===== src/rtl/muldiv_pkg.sv =====
// Shared constants for the iterative multiply/divide unit: funct3 encodings,
// FSM state codes, operation classes used by the result-reuse entry.
package muldiv_pkg;

    localparam int XLEN_DEFAULT = 32;

    localparam logic [2:0] OP_MUL    = 3'b000;
    localparam logic [2:0] OP_MULH   = 3'b001;
    localparam logic [2:0] OP_MULHSU = 3'b010;
    localparam logic [2:0] OP_MULHU  = 3'b011;
    localparam logic [2:0] OP_DIV    = 3'b100;
    localparam logic [2:0] OP_DIVU   = 3'b101;
    localparam logic [2:0] OP_REM    = 3'b110;
    localparam logic [2:0] OP_REMU   = 3'b111;

    localparam logic [1:0] ST_IDLE = 2'd0;
    localparam logic [1:0] ST_CALC = 2'd1;
    localparam logic [1:0] ST_FIX  = 2'd2;
    localparam logic [1:0] ST_DONE = 2'd3;

    typedef enum logic [2:0] {
        CLS_MUL_SS,
        CLS_MUL_SU,
        CLS_MUL_UU,
        CLS_DIV_S,
        CLS_DIV_U
    } op_class_e;

    // MUL is computed signed x signed; its low half is identical for every class.
    function automatic op_class_e op_class(input logic [2:0] op);
        case (op)
            OP_MUL, OP_MULH: return CLS_MUL_SS;
            OP_MULHSU:       return CLS_MUL_SU;
            OP_MULHU:        return CLS_MUL_UU;
            OP_DIV, OP_REM:  return CLS_DIV_S;
            default:         return CLS_DIV_U;
        endcase
    endfunction

    function automatic logic signed_a(input logic [2:0] op);
        return (op == OP_MUL) || (op == OP_MULH) || (op == OP_MULHSU) ||
               (op == OP_DIV) || (op == OP_REM);
    endfunction

    function automatic logic signed_b(input logic [2:0] op);
        return (op == OP_MUL) || (op == OP_MULH) || (op == OP_DIV) || (op == OP_REM);
    endfunction

endpackage


===== src/rtl/muldiv_if.sv =====
// Pipeline-side bundle of the multiply/divide unit (start/busy/done handshake).
// Handshake: start is taken on a rising edge only while busy=0 and flush=0;
// muldiv_done pulses for one cycle with R valid in that same cycle.
interface muldiv_if #(parameter int XLEN = 32);
    logic            start;
    logic [2:0]      op;
    logic [XLEN-1:0] in_A;
    logic [XLEN-1:0] in_B;
    logic            flush;
    logic            busy;
    logic [XLEN-1:0] R;
    logic            muldiv_done;
    logic [1:0]      dbg_state;

    modport master (
        output start, op, in_A, in_B, flush,
        input  busy, R, muldiv_done, dbg_state
    );

    modport slave (
        input  start, op, in_A, in_B, flush,
        output busy, R, muldiv_done, dbg_state
    );
endinterface


===== src/rtl/muldiv_iter.sv =====
// Shared datapath: one XLEN+1-bit adder/subtractor and a 2*XLEN shift register,
// stepping either shift-add multiply or restoring division one bit per cycle.
module muldiv_iter #(
    parameter int XLEN = 32
) (
    input  logic              clk,
    input  logic              rst,
    input  logic              load,
    input  logic              step,
    input  logic              is_div,
    input  logic [XLEN-1:0]   init_lo,
    input  logic [XLEN-1:0]   opnd,
    output logic [2*XLEN-1:0] acc
);
    logic [2*XLEN-1:0] acc_q, acc_d;
    logic [XLEN-1:0]   m_q, m_d;
    logic [XLEN:0]     add_a, add_r;

    always_comb begin
        m_d   = m_q;
        acc_d = acc_q;
        // Division works on the remainder shifted left with the next dividend bit.
        add_a = is_div ? acc_q[2*XLEN-1:XLEN-1] : {1'b0, acc_q[2*XLEN-1:XLEN]};
        add_r = is_div ? (add_a - {1'b0, m_q}) : (add_a + {1'b0, m_q});
        if (load) begin
            m_d   = opnd;
            acc_d = {{XLEN{1'b0}}, init_lo};
        end else if (step) begin
            if (is_div) begin
                acc_d = add_r[XLEN] ? {add_a[XLEN-1:0], acc_q[XLEN-2:0], 1'b0}
                                    : {add_r[XLEN-1:0], acc_q[XLEN-2:0], 1'b1};
            end else begin
                acc_d = acc_q[0] ? {add_r, acc_q[XLEN-1:1]} : {1'b0, acc_q[2*XLEN-1:1]};
            end
        end
    end

    always_ff @(posedge clk or posedge rst) begin
        if (rst) begin
            acc_q <= '0;
            m_q   <= '0;
        end else begin
            acc_q <= acc_d;
            m_q   <= m_d;
        end
    end

    assign acc = acc_q;
endmodule


===== src/rtl/muldiv_unit.sv =====
// RISC-V M-extension multiply/divide unit: FSM, special cases, sign fix-up.
// Define MULDIV_REUSE_EN to keep the last full-width result for 1-cycle reuse.
module muldiv_unit
    import muldiv_pkg::*;
#(
    parameter int XLEN = XLEN_DEFAULT
) (
    input  logic     clk,
    input  logic     reset,
    muldiv_if.slave  s
);
    localparam int CW = $clog2(XLEN);

    logic [1:0]        state_q, state_d;
    logic [CW-1:0]     count_q, count_d;
    logic [2:0]        op_q, op_d;
    logic              sa_q, sa_d, sb_q, sb_d;
    logic [XLEN-1:0]   r_q, r_d;
    logic              accept, special, hit, start_calc, load, step, in_sa, in_sb;
    logic              div_zero, div_ovf;
    logic [XLEN-1:0]   special_r, hit_r, a_mag, b_mag, quot_fix, rem_fix, fix_r;
    logic [2*XLEN-1:0] acc, prod_fix;

    assign accept = ((state_q == ST_IDLE) || (state_q == ST_DONE)) && s.start && !s.flush;

    assign div_zero = s.op[2] && (s.in_B == '0);
    assign div_ovf  = ((s.op == OP_DIV) || (s.op == OP_REM)) &&
                      (s.in_A == {1'b1, {(XLEN-1){1'b0}}}) && (s.in_B == '1);
    assign special   = div_zero || div_ovf;
    assign special_r = div_zero ? (s.op[1] ? s.in_A : '1) : (s.op[1] ? '0 : s.in_A);
    assign start_calc = accept && !special && !hit;

    assign in_sa = signed_a(s.op) && s.in_A[XLEN-1];
    assign in_sb = signed_b(s.op) && s.in_B[XLEN-1];
    assign a_mag = in_sa ? -s.in_A : s.in_A;
    assign b_mag = in_sb ? -s.in_B : s.in_B;

    muldiv_iter #(.XLEN(XLEN)) u_iter (
        .clk     (clk),
        .rst     (reset),
        .load    (load),
        .step    (step),
        .is_div  (op_q[2]),
        .init_lo (s.op[2] ? a_mag : b_mag),
        .opnd    (s.op[2] ? b_mag : a_mag),
        .acc     (acc)
    );

    assign prod_fix = (sa_q ^ sb_q) ? -acc : acc;
    assign quot_fix = (sa_q ^ sb_q) ? -acc[XLEN-1:0] : acc[XLEN-1:0];
    assign rem_fix  = sa_q ? -acc[2*XLEN-1:XLEN] : acc[2*XLEN-1:XLEN];
    assign fix_r    = op_q[2] ? (op_q[1] ? rem_fix : quot_fix)
                              : ((op_q == OP_MUL) ? prod_fix[XLEN-1:0] : prod_fix[2*XLEN-1:XLEN]);

`ifdef MULDIV_REUSE_EN
    logic              rv_q, rv_d, same_ops;
    logic [XLEN-1:0]   ra_q, ra_d, rb_q, rb_d;
    logic [2*XLEN-1:0] rres_q, rres_d;
    op_class_e         rcls_q, rcls_d, in_cls;

    assign in_cls   = op_class(s.op);
    assign same_ops = rv_q && (s.in_A == ra_q) && (s.in_B == rb_q);

    always_comb begin
        if (s.op[2]) begin
            hit   = same_ops && (in_cls == rcls_q);
            hit_r = s.op[1] ? rres_q[2*XLEN-1:XLEN] : rres_q[XLEN-1:0];
        end else if (s.op == OP_MUL) begin
            hit   = same_ops && ((rcls_q == CLS_MUL_SS) || (rcls_q == CLS_MUL_SU) ||
                                 (rcls_q == CLS_MUL_UU));
            hit_r = rres_q[XLEN-1:0];
        end else begin
            hit   = same_ops && (in_cls == rcls_q);
            hit_r = rres_q[2*XLEN-1:XLEN];
        end
    end

    // Operands are captured at accept and the entry stays invalid until FIX fills it.
    always_comb begin
        rv_d   = rv_q;
        ra_d   = ra_q;
        rb_d   = rb_q;
        rcls_d = rcls_q;
        rres_d = rres_q;
        if (start_calc) begin
            rv_d   = 1'b0;
            ra_d   = s.in_A;
            rb_d   = s.in_B;
            rcls_d = in_cls;
        end
        if (state_q == ST_FIX) begin
            rv_d   = 1'b1;
            rres_d = op_q[2] ? {rem_fix, quot_fix} : prod_fix;
        end
        if (s.flush) rv_d = 1'b0;
    end

    always_ff @(posedge clk or posedge reset) begin
        if (reset) begin
            rv_q   <= 1'b0;
            ra_q   <= '0;
            rb_q   <= '0;
            rcls_q <= CLS_MUL_SS;
            rres_q <= '0;
        end else begin
            rv_q   <= rv_d;
            ra_q   <= ra_d;
            rb_q   <= rb_d;
            rcls_q <= rcls_d;
            rres_q <= rres_d;
        end
    end
`else
    assign hit   = 1'b0;
    assign hit_r = '0;
`endif

    always_comb begin
        state_d = state_q;
        count_d = count_q;
        op_d    = op_q;
        sa_d    = sa_q;
        sb_d    = sb_q;
        r_d     = r_q;
        load    = 1'b0;
        step    = 1'b0;
        case (state_q)
            ST_IDLE, ST_DONE: begin
                state_d = ST_IDLE;
                if (accept) begin
                    op_d    = s.op;
                    sa_d    = in_sa;
                    sb_d    = in_sb;
                    count_d = '0;
                    if (special) begin
                        r_d     = special_r;
                        state_d = ST_DONE;
                    end else if (hit) begin
                        r_d     = hit_r;
                        state_d = ST_DONE;
                    end else begin
                        load    = 1'b1;
                        state_d = ST_CALC;
                    end
                end
            end
            ST_CALC: begin
                step    = 1'b1;
                count_d = count_q + 1'b1;
                if (count_q == CW'(XLEN-1)) begin
                    count_d = '0;
                    state_d = ST_FIX;
                end
            end
            ST_FIX: begin
                r_d     = fix_r;
                state_d = ST_DONE;
            end
            default: state_d = ST_IDLE;
        endcase
        if (s.flush) begin
            state_d = ST_IDLE;
            count_d = '0;
            r_d     = r_q;
        end
    end

    always_ff @(posedge clk or posedge reset) begin
        if (reset) begin
            state_q <= ST_IDLE;
            count_q <= '0;
            op_q    <= '0;
            sa_q    <= 1'b0;
            sb_q    <= 1'b0;
            r_q     <= '0;
        end else begin
            state_q <= state_d;
            count_q <= count_d;
            op_q    <= op_d;
            sa_q    <= sa_d;
            sb_q    <= sb_d;
            r_q     <= r_d;
        end
    end

    assign s.busy        = (state_q == ST_CALC) || (state_q == ST_FIX);
    assign s.R           = r_q;
    assign s.muldiv_done = (state_q == ST_DONE);
    assign s.dbg_state   = state_q;
endmodule


===== src/flat_wrapper.sv =====
// flat-port wrapper written by rule: the top's interface ports become plain ports
module muldiv_unit_flat import muldiv_pkg::*;
#(
    parameter int XLEN = XLEN_DEFAULT
)
  (clk, reset, s_start, s_op, s_in_A, s_in_B, s_flush, s_busy, s_R, s_muldiv_done, s_dbg_state);
  muldiv_if #(.XLEN(XLEN)) s_i ();
  input  logic clk;
  input  logic reset;
  input wire logic [$bits(s_i.start)-1:0] s_start;
  input wire logic [$bits(s_i.op)-1:0] s_op;
  input wire logic [$bits(s_i.in_A)-1:0] s_in_A;
  input wire logic [$bits(s_i.in_B)-1:0] s_in_B;
  input wire logic [$bits(s_i.flush)-1:0] s_flush;
  output wire logic [$bits(s_i.busy)-1:0] s_busy;
  output wire logic [$bits(s_i.R)-1:0] s_R;
  output wire logic [$bits(s_i.muldiv_done)-1:0] s_muldiv_done;
  output wire logic [$bits(s_i.dbg_state)-1:0] s_dbg_state;
  assign s_i.start = s_start;
  assign s_i.op = s_op;
  assign s_i.in_A = s_in_A;
  assign s_i.in_B = s_in_B;
  assign s_i.flush = s_flush;
  assign s_busy = s_i.busy;
  assign s_R = s_i.R;
  assign s_muldiv_done = s_i.muldiv_done;
  assign s_dbg_state = s_i.dbg_state;
  muldiv_unit #(.XLEN(XLEN)) u_core (.clk(clk), .reset(reset), .s(s_i));
endmodule

===== config.mk =====
export PLATFORM = sky130hd
export DESIGN_NAME = muldiv_unit_flat
export DESIGN_NICKNAME = d
export VERILOG_FILES = /design/src/rtl/muldiv_pkg.sv /design/src/rtl/muldiv_if.sv /design/src/rtl/muldiv_iter.sv /design/src/rtl/muldiv_unit.sv /design/src/flat_wrapper.sv
export SDC_FILE = /design/constraint.sdc
export NUM_CORES = 1
export LEC_CHECK = 0
export CAP_MARGIN = 20
export CORE_ASPECT_RATIO = 0.7
export CORE_UTILIZATION = 25
export CTS_CLUSTER_DIAMETER = 40
export DETAILED_ROUTE_END_ITERATION = 10
export PLACE_DENSITY = 0.43
export SLEW_MARGIN = 20
export SYNTH_ARGS = -nofsm -noshare
export SYNTH_HDL_FRONTEND = slang
export SYNTH_SLANG_ARGS = --single-unit

===== constraint.sdc =====
create_clock -name clk -period 7.35 [get_ports clk]
set_clock_uncertainty 0.1 [all_clocks]
set_input_delay 1.47 -clock clk [delete_from_list [all_inputs] [get_ports clk]]
set_output_delay 1.47 -clock clk [all_outputs]
set_load 0.1 [all_outputs]

# Word level (Yosys, flattened, before mapping)
# Index checks and enable logic that the tools add are counted.
# totals
elab_cells,97
ff_bits,140
inputBits,71
# op_classes
muxes,36
reduce_logical,29
bitwise_logic,2
n_addsub,8
eq_ne,14
# op_table
op,n
$mux W32,14
$mux W64,6
$neg A32 Y32,4
$mux W33,2
$eq A32 B32 Y1 const B,2
$neg A64 Y64,1
$pmux W32 S2,1
$add A33 B32 Y33,1
$sub A33 B32 Y33,1
$logic_not A32 Y1,1
$mux W5,3
$logic_or A1 B1 Y1,10
$pmux W5 S2,1
$mux W2,4
$logic_and A1 B1 Y1,7
$eq A3 B3 Y1 const B,2
$logic_not A3 Y1,2
$ne A3 B2 Y1 const B,2
$pmux W2 S3,1
$add A5 B1 Y5 const B,1
$eq A5 B5 Y1 const B,1
$eq A2 B2 Y1 const B,2
$mux W1,4
$ne A2 B1 Y1 const B,2
other kinds (12),14

# Depth between registers and ports, before layout
# Gate-level depths: netlist (run 1).
# logic_depth
depth_word,9
ltp_mapped,21
mapped_depth_nobuf,19

# Hierarchy
# A second synthesis (run 1) with hierarchy kept.
# unflattened
hier_cells,1951
area_unflattened_um2,15249.6
# modules_own_cells
module,seq_area_each_um2,instances,cells_each,area_each_um2
muldiv_iter,2402.3,1,916,7798.7
muldiv_unit,1101.1,1,1035,7450.9

# Worst setup path before layout (run 1)
# No wires, ideal clock.
# synth_timing
kind,register to register
startpoint,register u_core.u_iter.m_q[6]
endpoint,"register u_core.u_iter.acc_q[49], in the netlist u_core.u_iter.acc[49]"
slack_ps,2603
arrival_time_ps,4514
synth_period_minus_slack_ps,4747
path_stages_with_launch,20
setup_ps,133
path_cell_list,dfrtp_1 > nor4_2 > or4b_1 > nor2_1 > nand2_1 > nor2_1 > nand2_1 > nor3_1 > a21oi_1 > xnor2_1 > ha_1 > a21oi_1 > o21ai_0 > or3_1 > o21ai_0 > o21ba_2 > xnor2_2 > mux2_2 > a211oi_1 > nor3_1
# synth_via
elab_chain_cells,6
elab_cells_between_ends,8
# synth_lines
element,line_no,source
"start, declared",muldiv_iter.sv:16,"logic [XLEN-1:0] m_q, m_d;"
"start signal, assigned",muldiv_iter.sv:44,m_q <= m_d;
$add A33 B32 Y33 / $sub A33 B32 Y33 (equally long branches),muldiv_iter.sv:24,"add_r = is_div ? (add_a - {1'b0, m_q}) : (add_a + {1'b0, m_q});"
$mux W33 (*),muldiv_iter.sv:24,
"$mux W64, on equally long branches","muldiv_iter.sv:33, muldiv_iter.sv:30",
$mux W64 (*),muldiv_iter.sv:29,if (is_div) begin
$mux W64 (*),muldiv_iter.sv:28,end else if (step) begin
$mux W64 (*),muldiv_iter.sv:25,if (load) begin
"end signal, assigned",muldiv_iter.sv:40,acc_q <= '0;
"end signal, assigned",muldiv_iter.sv:43,acc_q <= acc_d;
"end, declared",muldiv_iter.sv:15,"logic [2*XLEN-1:0] acc_q, acc_d;"
# Every way passes the cells marked *; elsewhere a longest branch is shown, timed or not. The select of a mux whose other input is x is not followed.
# A chain may end at the register's enable or synchronous reset.

# Final worst setup path (run 1)
# Same ends and word-level chain as after synthesis.

==> impl_metrics.yaml, run 1 <==
sta:
  slew_viol_final: 0
  max_freq_ghz: 0.174
  period_minus_slack_ns: 5.74
  finalCritPeriodShare_pct: 78.2
  grt_setup_unrepaired: "no"
  hold_viol_final: 0
  tightest_slew_ns: 1.15
  fin_ws_ns: 1.61
  slew_headroom_pct: 22.9
  setup_viol: 0
  setup_tns_ns: 0
final_layout:
  nets: 2138
  drive_gt1_share_pct: 6.48
  final_cell_area_um2: 17400
  diodes: 0
  final_util_pct: 29.1
  area_growth_pct: 15.2
clocking:
  cts_root_buf: "clkbuf_16"
  h-tree-depth: 4
  cts_resized: 0
  clock_latency_ns: 0.47
  cts_tree: "yes"
  cts_buffers: 17
  postCtsSetupBuffers: 0
  cts_sinks: 140
  cts_hold_buffers: 0
  clk_pin_slew_worst_paths_ns: 0.07
  clock_path_buffers: 2
synth:
  ys_ff_latch: 140
  synth.largest_area_cell: "dfrtp_1"
  ys.flop_type: "dfrtp_1"
  ys_types: 80
  synth_area_um2: 15100
  syn-num-nets: 2157
  async_flop_share_pct: 100
  syn_inst: 2042
  synth_top_area_share_pct: 23.1
  yosysSeqAreaShare_pct: 23.1
  ys_top_cells_by_area: "dfrtp_1 23%, xnor2_1 7.5%, a21oi_1 6.6%"
  avgSynthCellArea_um2: 7.41
  synth_edf_count: 0
  ys.warnings.count: 0
job:
  cap_violations: 0
setup_path:
  end_kind: "flop"
  reg2reg_depth: 18
  cp.arrival_ns: 5.97
  r2r_start: "u_core.u_iter.m_q[6]"
  critPathLaunchType: "flop"
  rrSetupSlack_ns: 1.61
  rr_endpoint: "u_core.u_iter.acc[49]"
  cp-endpoint: "u_core.u_iter.acc[49]"
  required_ns: 7.57
  startpoint: "u_core.u_iter.m_q[6]"
  critPathKind: "reg2reg"
  cp_max_fo: 14
place:
  placed_area_um2: 16800
  dp_hpwl_um: 52900
  numPortBuffers: 106
  dp_slack_ns: 1.70
  place.gp.congestion: 0.899
global_route:
  grt_max_degree: 83
  overflow: 0
  busiest_layer: "met1"
  grt_usage_pct: 21.8
  grt_use_met1_pct: 35.1
  grtUsageMet2_pct: 27.3
  grtUsageMet3_pct: 6.78
  antenna_found_initial: 0
  grt_pass1_vias: 14226
  grt_pass1_wl_um: 98500
die:
  fp.dieW_um: 296
  design.die.area_um2: 61500
  die_h_um: 208
  coreArea_um2: 59900
  start_util_pct: 25.3
  rows: 75
  io_pins: 107
drt:
  totalWireLength_um: 67700
  wire_per_inst_um: 23.8
  ant_nets: 0
  vias: 15715
  vias_per_cell: 5.53
  drt_first_pass_iters: 6
  dr.first_iter.drc_count: 1940
  drc: 0
outcome:
  outcome: "finished, final reports clean"
hold_path:
  worstHoldPathType: "reg2reg"
-- per-stage QoR --
| stage | instances | hold slack [ns] |
|---|---|---|
| after floorplan | 2042 | 0.355 |
| after global placement | 2812 | 0.353 |
| after detailed placement | 2812 | 0.368 |
| after CTS | 2844 | 0.383 |
| after global routing | 2844 | 0.394 |
| final | 2844 | 0.370 |
-- layout make-up --
type / instances / area, um^2
timing repair buffer: 137 / 1300
fill: 6573 / 42400
tap: 808 / 1010
inverter: 40 / 155
sequential: 140 / 3510
multi-input combinational: 1687 / 10900
clock buffer: 17 / 425
clock inverter: 15 / 176
-- cell families (layout without fill, tap and decap cells) --
kind of cell               after synthesis  in the layout  synth area share [%]
adders and majority gates               65             65                  5.08
buffers and inverters                  215            209                  5.45
DFF                                    140            140                  23.1
AOI/OAI and AO/OA                      650            650                  26.6
muxes                                  116            116                  8.02
and+or+nand+nor                        653            653                  19.9
xor gates and xnor gates               203            203                  11.8
-- placed cells by master, fill, tap and decap left out, types with 7 or more instances in the layout --
cell type          n
a31oi_1           13
nand3_1           27
nand4_1           16
o21ai_0          175
inv_1             36
o221ai_1          19
buf_4             31
nand2_1          217
a21oi_1          199
inv_6              7
clkbuf_16         17
nor4_1            23
o31ai_1           38
o41ai_1           17
maj3_1            21
a21o_1            20
or3_1             27
and2_1            12
xor2_1            72
dfrtp_1          138
mux2i_1           74
o21ai_1           17
ha_1              43
nand2b_1          15
nor3_1            50
clkdlybuf4s50_1  105
xnor2_1          128
or4_1             18
a21boi_0           8
mux2_2            41
o22ai_1           11
nor2b_1            7
a211oi_1          26
o211ai_1          37
and4_1             7
nor2_1           204
-- per-layer routing --
layer  up-vias  part of all wire (%)
li1       7350                     -
met1      7635                    51
met2       690                    38
met3        38                   9.8
met4         2                   1.0
met5         -                  0.18
-- cell usage after synthesis (all sizes together) (16+ instances only) --
cell type and number:
maj3 21, mux2 42, o221ai 19, o211ai 37, nand4 16, o21ai 192, mux2i 74, nor3 50
a21oi 200, ha 43, nor4 24, clkbuf 149, nand2 217, nand3 27, or4 19, xnor2 130
buf 26, a21o 20, or3 27, o31ai 39, xor2 73, o41ai 19, dfrtp 140, inv 38
a211oi 26, nor2 205
-- critical path: stages, from the launching register on --
cell,delay (ns)
dfrtp_1,0.48
nor4_2,0.39
or4b_1,0.50
nor2_1,0.25
nand2_1,0.09
nor2_1,0.33
a21oi_1,0.14
xnor2_1,0.59
ha_1,0.31
and4_1,0.33
nand2_1,0.13
a211o_1,0.24
a21oi_1,0.30
o21ba_2,0.30
xnor2_4,0.13
buf_4,0.29
mux2_2,0.37
a211oi_1,0.23
nor3_1,0.08
-- flip-flops by register name, indices dropped and copies added, names as in the netlist --
register and cells:
u_core.s.R 32, u_core.s.dbg_state 2, u_core.op_q 3, u_core.count_q 5, u_core.u_iter.m_q 32, u_core.sb_q 1
u_core.sa_q 1, u_core.u_iter.acc 64
-- worst min-delay path by stage --
stage / start / to / cells after the start
2_1_floorplan: u_core.count_q[4] / u_core.count_q[4] / 2
3_3_place_gp: u_core.s.R[18] / u_core.s.R[18] / 2
3_5_place_dp: u_core.s.R[18] / u_core.s.R[18] / 2
4_1_cts: u_core.s.R[18] / u_core.s.R[18] / 2
5_1_grt: u_core.s.R[18] / u_core.s.R[18] / 2
6_report: u_core.s.R[18] / u_core.s.R[18] / 2
Power of run 1 is left out: the tool's default activity adds up to more than one toggle a clock period on the data nets, which glitch-free logic cannot reach.
==> inputs of run 2 (changes only) <==
==> constraint.sdc (replaced) <==
create_clock -name clk -period 5.6 [get_ports clk]
set_clock_uncertainty 0.1 [all_clocks]
set_input_delay 1.12 -clock clk [delete_from_list [all_inputs] [get_ports clk]]
set_output_delay 1.12 -clock clk [all_outputs]
set_load 0.1 [all_outputs]
==> run 2 against run 1 <==
- cell count grew 0.77%
- via count grew 0.80%
- first-iteration DRC count is essentially flat
- routed wire length shrank 0.82%
- critical path depth grew 2
- non-clock buffer count grew 22
- sequential share of layout area shrank 0.25 points
- utilization grew 0.36 points
- clock-buffer cell count is the same
- fmax grew 12%
- global-route usage shrank 0.13 points
- critical path type unchanged
- highest routed layer is now met4
==> impl_metrics.yaml, run 2 (synthesis gave the netlist of run 1 again) <==
die:
  io_pins: 107
  start_util_pct: 25.3
  fp.dieW_um: 296
  design.die.area_um2: 61500
  die_h_um: 208
  rows: 75
  coreArea_um2: 59900
place:
  numPortBuffers: 106
  dp_slack_ns: 0.247
  dp_hpwl_um: 53100
  placed_area_um2: 17000
  place.gp.congestion: 0.921
sta:
  fin_ws_ns: 0.460
  slew_viol_final: 0
  tightest_slew_ns: 1.13
  finalCritPeriodShare_pct: 91.8
  hold_viol_final: 0
  slew_headroom_pct: 24.2
  max_freq_ghz: 0.195
  grt_setup_unrepaired: "no"
  setup_viol: 0
  period_minus_slack_ns: 5.14
  setup_tns_ns: 0
global_route:
  grt_max_degree: 92
  grt_pass1_vias: 14174
  grt_usage_pct: 21.6
  antenna_found_initial: 1
  overflow: 0
  grt_pass1_wl_um: 98400
clocking:
  clock_path_buffers: 2
  clock_latency_ns: 0.46
  cts_hold_buffers: 0
  cts_root_buf: "clkbuf_16"
  clk_pin_slew_worst_paths_ns: 0.08
  cts_buffers: 17
  h-tree-depth: 4
  cts_sinks: 140
  cts_tree: "yes"
final_layout:
  largest_reg_flops: 64
  diodes: 0
  layout_commonest_cell: "nand2_1"
  nets: 2160
  multi_input_area_um2: 10900
  drive_gt1_share_pct: 7.63
  seqCellArea_um2: 3510
  final_util_pct: 29.5
  final_cell_area_um2: 17600
  fillers: 6563
  area_growth_pct: 16.6
  final_cell_mix: "217 x nand2_1, 203 x nor2_1, 198 x a21oi_1, 175 x o21ai_0, 138 x dfrtp_1"
drt:
  totalWireLength_um: 67200
  ant_nets: 0
  vias: 15841
  wire_per_inst_um: 23.4
  drt_first_pass_iters: 5
  dr.first_iter.drc_count: 1941
  drc: 0
  vias_per_cell: 5.53
hold_path:
  worstHoldPathType: "reg2reg"
setup_path:
  cp.arrival_ns: 5.45
  cp_max_fo: 6
  critPathKind: "reg2reg"
  required_ns: 5.91
  end_kind: "flop"
  critPathLaunchType: "flop"
power:
  ir_drop_mv: 0.368
  p_total_w: 0.0136
  p_leak_nw: 6.77
  powerDensity_nw_per_um2: 771
outcome:
  outcome: "finished, final reports clean"
job:
  cap_violations: 0
## run 2: cell types whose count changed in the layout (fill, tap and decap cells not counted), moves of 2 or more
| cell | change |
|---|---|
| clkinv_8 | +7 |
| buf_4 | +21 |
| inv_6 | -5 |
| bufinv_16 | -2 |
## run 2: stage by stage
step	instances	hold WS, ns
after floorplan	2042	0.355
after CTS	2866	0.382
after global placement	2834	0.363
after global routing	2866	0.397
final	2866	0.377
after detailed placement	2834	0.369
## run 2: worst paths after layout
kind / to / startpoint / slack [ns] / cells after the start
min in group asynchronous: u_core.count_q[2] / reset / 1.02 / 2
setup reg to reg: u_core.u_iter.acc[33] / u_core.u_iter.m_q[6] / 0.46 / 20
max in group asynchronous: u_core.s.dbg_state[1] / reset / 3.26 / 3
hold reg to reg: u_core.s.R[29] / u_core.s.R[29] / 0.38 / 1
setup / recovery: u_core.u_iter.acc[33] / u_core.u_iter.m_q[6] / 0.46 / 20
hold / removal: u_core.s.R[29] / u_core.s.R[29] / 0.38 / 1
## run 2: metal layers
metal	vias up	global-route usage [%]	share of wire (%)
met2	618	27.6	38
met1	7779	35.4	52
met4	0	3.27	0.99
met5	-	0	0
met3	33	5.61	8.7
li1	7411	-	-
## run 2: cell type report
type,count,area share [%]
multi-input cells,1687,61.6
flip-flops and latches,140,19.9
repair buffers,159,8.39
well taps,808,5.73
clock buffers,17,2.41
clock inverters,15,1.10
inverters,40,0.879
## run 2: where the power goes
group          switching, W  internal (W)  total, W
registers          0.000924       0.00144   0.00236
logic               0.00643       0.00360    0.0100
clock network      0.000606      0.000608   0.00121
## run 2: worst max-delay path, cell delays in order, from the launching register on
cell	delay [ns]
dfrtp_1	0.47
nor4_4	0.34
or4b_1	0.51
nor2_2	0.21
nand2_1	0.08
nor2_1	0.11
buf_4	0.17
nand2_1	0.11
nor3_2	0.21
a21oi_1	0.12
xnor2_1	0.16
ha_1	0.32
a21oi_2	0.19
o21ai_0	0.13
or3_1	0.37
o21ai_0	0.07
o21ba_2	0.25
xnor2_1	0.22
mux2_1	0.34
a2111oi_1	0.43
a31o_2	0.16
## run 2: what timing repair did
item                                    4_1_cts  5_1_grt
endpoints found under the setup margin        0       24
buffers inserted                              0        0
resized for setup                             0        5
No activity file was read; power rests on OpenSTA's default activity.
==> inputs of run 3 (changes only) <==
--- a/config.mk
+++ b/config.mk
@@ -11,6 +11,7 @@
 export CTS_CLUSTER_DIAMETER = 40
 export DETAILED_ROUTE_END_ITERATION = 10
 export PLACE_DENSITY = 0.43
+export SKIP_LAST_GASP = 1
 export SLEW_MARGIN = 20
 export SYNTH_ARGS = -nofsm -noshare
 export SYNTH_HDL_FRONTEND = slang
==> results of run 3 <==
No change in the layout: final DEF, timing and power equal those of run 2.
